`src/rtl/blink_pkg.sv`:
```
// Shared constants for the LED blink driver and its input conditioner, so
// both agree on the system clock rate and the debounce window.
`timescale 1ns/1ps
package blink_pkg;

  localparam int CLK_HZ                  = 25000;
  localparam int DEBOUNCE_MS             = 10;
  localparam int DEBOUNCE_CYCLES_DEFAULT = (CLK_HZ / 1000) * DEBOUNCE_MS;

  // Width of a counter that must hold 0 .. n-1, never narrower than 1 bit.
  function automatic int count_width(input int n);
    return (n <= 1) ? 1 : $clog2(n);
  endfunction

endpackage

```
`src/rtl/debounce_channel.sv`:
```
// One input channel: 2-flop synchroniser followed by a persistence counter.
// A new level is accepted only after DEBOUNCE_CYCLES consecutive synchronised
// samples differ from the current stable level.
`timescale 1ns/1ps
module debounce_channel
  import blink_pkg::*;
#(
  parameter int DEBOUNCE_CYCLES = DEBOUNCE_CYCLES_DEFAULT
) (
  input  logic i_clock,
  input  logic i_reset,
  input  logic i_raw,
  output logic o_stable,
  output logic o_rise,
  output logic o_fall
);

  localparam int              CW        = count_width(DEBOUNCE_CYCLES);
  localparam logic [CW-1:0]   COUNT_MAX = CW'(DEBOUNCE_CYCLES - 1);

  logic          sync1;
  logic          sync2;
  logic          stable;
  logic [CW-1:0] count;
  logic          accept;

  // The candidate level has persisted long enough on this edge.
  assign accept   = (sync2 != stable) && (count == COUNT_MAX);
  assign o_rise   = accept & sync2;
  assign o_fall   = accept & ~sync2;
  assign o_stable = stable;

  // Synchronise the raw input and qualify each change with the counter.
  always_ff @(posedge i_clock) begin
    // NOTE: non-blocking assignments so every flop samples pre-edge values;
    // sync1 -> sync2 only forms a two-stage chain because of this.
    if (i_reset) begin
      sync1  <= 1'b0;
      sync2  <= 1'b0;
      stable <= 1'b0;
      count  <= '0;
    end else begin
      sync1 <= i_raw;
      sync2 <= sync1;
      if (sync2 == stable) begin
        count <= '0;
      end else if (accept) begin
        stable <= sync2;
        count  <= '0;
      end else begin
        count <= count + 1'b1;
      end
    end
  end

endmodule

```
`src/rtl/switch_conditioner.sv`:
```
// Conditions the raw board switches and enable push-button for the blink
// driver: debounced switch levels, a toggling enable level, and one-cycle
// strobes for button presses and mode changes.
`timescale 1ns/1ps
module switch_conditioner
  import blink_pkg::*;
#(
  parameter int   DEBOUNCE_CYCLES = DEBOUNCE_CYCLES_DEFAULT,
  parameter logic ENABLE_RESET    = 1'b1
) (
  input  logic i_clock,
  input  logic i_reset,
  input  logic i_switch_1_raw,
  input  logic i_switch_2_raw,
  input  logic i_button_raw,
  output logic o_switch_1,
  output logic o_switch_2,
  output logic o_enable,
  output logic o_press,
  output logic o_mode_change
);

  logic switch_1_rise, switch_1_fall;
  logic switch_2_rise, switch_2_fall;
  logic button_stable, button_rise, button_fall;
  logic mode_accept;

  logic enable;
  logic press;
  logic mode_change;

  debounce_channel #(.DEBOUNCE_CYCLES(DEBOUNCE_CYCLES)) u_switch_1 (
    .i_clock  (i_clock),
    .i_reset  (i_reset),
    .i_raw    (i_switch_1_raw),
    .o_stable (o_switch_1),
    .o_rise   (switch_1_rise),
    .o_fall   (switch_1_fall)
  );

  debounce_channel #(.DEBOUNCE_CYCLES(DEBOUNCE_CYCLES)) u_switch_2 (
    .i_clock  (i_clock),
    .i_reset  (i_reset),
    .i_raw    (i_switch_2_raw),
    .o_stable (o_switch_2),
    .o_rise   (switch_2_rise),
    .o_fall   (switch_2_fall)
  );

  debounce_channel #(.DEBOUNCE_CYCLES(DEBOUNCE_CYCLES)) u_button (
    .i_clock  (i_clock),
    .i_reset  (i_reset),
    .i_raw    (i_button_raw),
    .o_stable (button_stable),
    .o_rise   (button_rise),
    .o_fall   (button_fall)
  );

  // Either switch accepting on the same edge yields a single strobe.
  assign mode_accept = switch_1_rise | switch_1_fall | switch_2_rise | switch_2_fall;

  // Enable toggles on accepted presses only; strobes last one cycle.
  always_ff @(posedge i_clock) begin
    if (i_reset) begin
      enable      <= ENABLE_RESET;
      press       <= 1'b0;
      mode_change <= 1'b0;
    end else begin
      press       <= button_rise;
      mode_change <= mode_accept;
      if (button_rise) begin
        enable <= ~enable;
      end
    end
  end

  // A channel accepts at most one direction per edge, matching its stable level.
  always_ff @(posedge i_clock) begin
    if (!i_reset) begin
      assert (!(button_rise && button_fall) && !(button_rise && button_stable))
        else $error("button channel accept inconsistent");
    end
  end

  assign o_enable      = enable;
  assign o_press       = press;
  assign o_mode_change = mode_change;

endmodule

```
`config.mk`:
```
export PLATFORM = sky130hd
export DESIGN_NAME = switch_conditioner
export DESIGN_NICKNAME = d
export VERILOG_FILES = /design/src/rtl/blink_pkg.sv /design/src/rtl/debounce_channel.sv /design/src/rtl/switch_conditioner.sv
export SDC_FILE = /design/constraint.sdc
export NUM_CORES = 1
export LEC_CHECK = 0
export CORE_UTILIZATION = 38
export DETAILED_ROUTE_END_ITERATION = 8
export GPL_TIMING_DRIVEN = 0
export PLACE_DENSITY = 0.61
export SYNTH_ARGS = -nofsm -noshare
export SYNTH_HDL_FRONTEND = slang
export SYNTH_SLANG_ARGS = --single-unit
```
`constraint.sdc`:
```
create_clock -name i_clock -period 1.95 [get_ports i_clock]
set_input_delay 0.39 -clock i_clock [delete_from_list [all_inputs] [get_ports i_clock]]
set_output_delay 0.39 -clock i_clock [all_outputs]
set_load 0.005 [all_outputs]
```
==> impl_metrics.py <==
metrics = {
    "synth": {
        "synthAdderAreaFrac": 0.0508,
        "synth_flop_cell": "dfxtp_1",
        "postSynthAreaPerCell_um2": 9.65,
        "ys_seq_elements": 36,
        "synth_top_family_by_area": "simple AND/OR/NAND/NOR gates",
        "syn_area_um2": 1480,
        "synth_edf_count": 0,
        "yosysWarnings": 0,
        "synth.area.mux_share": 0.00678,
        "yosysSeqAreaShare": 0.488,
        "syn_inst": 153,
        "yosys.area_share.simple": 0.255,
        "syn-num-nets": 164,
        "synth_compound_area_frac": 0.113,
        "yosysUniqueCellTypes": 23,
        "async_flop_share": 0,
        "synthXorXnorAreaFrac": 0.0712,
    },
    "clocking": {
        "cts-resized-gates": 0,
        "clock-sinks": 36,
        "cts_hold_buf": 0,
        "cts_setup_buffers": 0,
        "clock-root-buffer": "clkbuf_8",
        "clock_latency_ps": 290,
        "cts_tree": "yes",
        "htreeDepth": 2,
        "numCtsBuffers": 5,
        "clk_pin_slew_ps": 70,
        "cts.path.max_buffers": 2,
    },
    "run_status": {
        "status": "finished clean",
    },
    "global_routing": {
        "antenna_found_initial": 0,
        "grt_overflow": 0,
        "grt_max_degree": 12,
        "grt_pass1_wl_mm": 4.72,
        "grt_pass1_vias": 1118,
        "track_usage": 0.154,
    },
    "critical_path": {
        "cp-start-kind": "register",
        "worstSetupPathType": "reg -> out",
        "crit_family": "buffers and inverters",
        "r2r-start": "u_button.count[0]$_SDFF_PP0_",
        "worstPathCellList": "clkdlybuf4s50_1",
        "path_buf_inv": 1,
        "required_ps": 1560,
        "critPathLaunch": "u_switch_2.o_stable$_SDFFE_PP0P_",
        "arrival_ps": 1200,
        "max_stage_delay_ps": 520,
        "reg2reg_slack_ps": 640,
        "cp_slowest_cell": "clkdlybuf4s50_1",
        "cp_max_fo": 3,
        "crit_path_end_kind": "output pin",
    },
    "floorplan": {
        "fp-row-count": 22,
        "die_w_um": 64.3,
        "die_area_um2": 4140,
        "core_um2": 3690,
        "die_h_um": 64.3,
        "start_util": 0.400,
        "num_io_pins": 10,
    },
    "drt": {
        "routed_wl_mm": 2.63,
        "drtPass1Iterations": 4,
        "via_count": 1103,
        "drcViolationCount": 0,
        "drtIter0Drc": 26,
        "ant_nets": 0,
        "viasPerCell": 5.06,
        "post_drt_wl_per_cell_um": 12.1,
    },
    "sta": {
        "slew_headroom": 0.722,
        "finalSetupViolCount": 0,
        "max_freq_mhz": 628,
        "final.setup.tns_ps": 0,
        "hold_violations": 0,
        "rsz0062_at_grt": "false",
        "finalWorstSetupSlack_ps": 358,
        "worst_pin_slew_ps": 418,
        "post-route-period-util": 0.816,
        "skew_ps": 7.84,
        "slew_viol_final": 0,
        "finalCriticalPeriod_ps": 1590,
    },
    "place": {
        "finalWeightedCongestion": 0.753,
        "post-place-ws_ps": 370,
        "portBuffers": 9,
        "dp_hpwl_mm": 1.95,
    },
    "worst_hold_path": {
        "worstHoldStart": "u_switch_1.sync1$_SDFF_PP0_",
        "hold_path_class": "reg -> reg",
    },
    "final_layout": {
        "area_growth_pct": 17.5,
        "antenna_cells": 0,
        "final_nets": 180,
        "drive_gt1_frac": 0.0882,
    },
    "power_and_ir_drop": {
        "powerDensity_nw_per_um2": 817,
        "power_leakage_uw": 0.000621,
        "vdd_drop_max_v": 0.000434,
    },
    "job": {
        "maxCapViolations": 0,
    },
}
cell families (layout without fill, tap and decap cells):
logic type,count (synthesis),count (layout)
muxes,1,1
DFF,36,36
adders and majority gates,6,6
xor gates and xnor gates,12,12
AOI/OAI and AO/OA,28,28
buffers and inverters,6,23
and+or+nand+nor,64,64
path summary, 6_finish.rpt:
kind                                       end  depth (start not counted)
setup / recovery                    o_switch_2                          1
hold / removal     u_switch_1.sync2$_SDFF_PP0_                          1
hold reg to reg    u_switch_1.sync2$_SDFF_PP0_                          1
setup reg to reg  u_button.count[2]$_SDFF_PP0_                          4
power breakdown:
group	switching (uW)	internal (uW)	leakage (uW)	total, uW
clock	262	379	0.0000552	641
sequential	4.09	743	0.000291	747
combinational	14.6	14.6	0.000274	29.2
area by class of cell:
| class | count | area (um^2) |
|---|---|---|
| timing repair buffer | 9 | 90.1 |
| sequential | 36 | 721 |
| inverter | 5 | 18.8 |
| tap | 48 | 60.1 |
| multi-input combinational | 111 | 733 |
| fill | 386 | 1950 |
| buffer | 1 | 3.75 |
| clock inverter | 2 | 35.0 |
| clock buffer | 6 | 72.6 |
sequential cells by signal, indices dropped and copies added (netlist names):
| name | cells |
|---|---|
| u_switch_1.sync2 | 1 |
| u_switch_1.count | 8 |
| o_enable | 1 |
| o_press | 1 |
| u_switch_2.sync1 | 1 |
| u_button.o_stable | 1 |
| u_switch_1.o_stable | 1 |
| u_button.count | 8 |
| u_switch_1.sync1 | 1 |
| u_switch_2.sync2 | 1 |
| u_button.sync1 | 1 |
| u_button.sync2 | 1 |
| u_switch_2.o_stable | 1 |
| o_mode_change | 1 |
| u_switch_2.count | 8 |
through the flow:
step / power [uW] / std cells / hold WS [ps] / util / area [um^2]
finish: 1420 / 218 / 440 / 0.470 / 1730
global route: 1480 / 218 / 462 / 0.470 / 1730
CTS: 1440 / 218 / 439 / 0.470 / 1730
detailed placement: 794 / 210 / 429 / 0.441 / 1630
global placement: 792 / 210 / 421 / 0.441 / 1630
floorplan: 780 / 153 / 414 / - / 1480
cell usage in the layout, fill, tap and decap left out:
cell and n:
clkinv_2 1, nand3_1 13, clkdlybuf4s50_1 9, nand4_2 2, nand4_4 1, mux2i_1 1, or3_1 10, nor2_1 16
and2_1 1, nand2_1 6, ha_1 6, and3b_1 2, and4_1 2, bufinv_16 1, clkbuf_1 2, o211ai_2 3
a21oi_1 12, xor2_1 9, inv_1 5, o21ai_0 12, nor4_2 1, clkbuf_8 5, xnor2_1 3, nand3b_1 3
dfxtp_1 36, a21oi_2 1, nor2b_1 7
synthesized netlist by cell type, types with 3 or more instances:
library cell	count	area, um^2
dfxtp_1	36	721
nor2_1	16	60.1
nand3_1	13	65.1
a21oi_1	12	60.1
o21ai_0	12	60.1
or3_1	10	62.6
xor2_1	9	78.8
nor2b_1	7	43.8
ha_1	6	75.1
nand2_1	6	22.5
inv_1	5	18.8
nand3b_1	3	22.5
o211ai_2	3	37.5
xnor2_1	3	26.3
per-layer routing:
layer,vias to the layer above,track usage,share of wire
li1,562,-,-
met1,521,0.164,0.47
met2,14,0.262,0.47
met3,6,0.0554,0.035
met4,0,0.0833,0.025
met5,-,0,0
(Power assumes the default switching activity.)
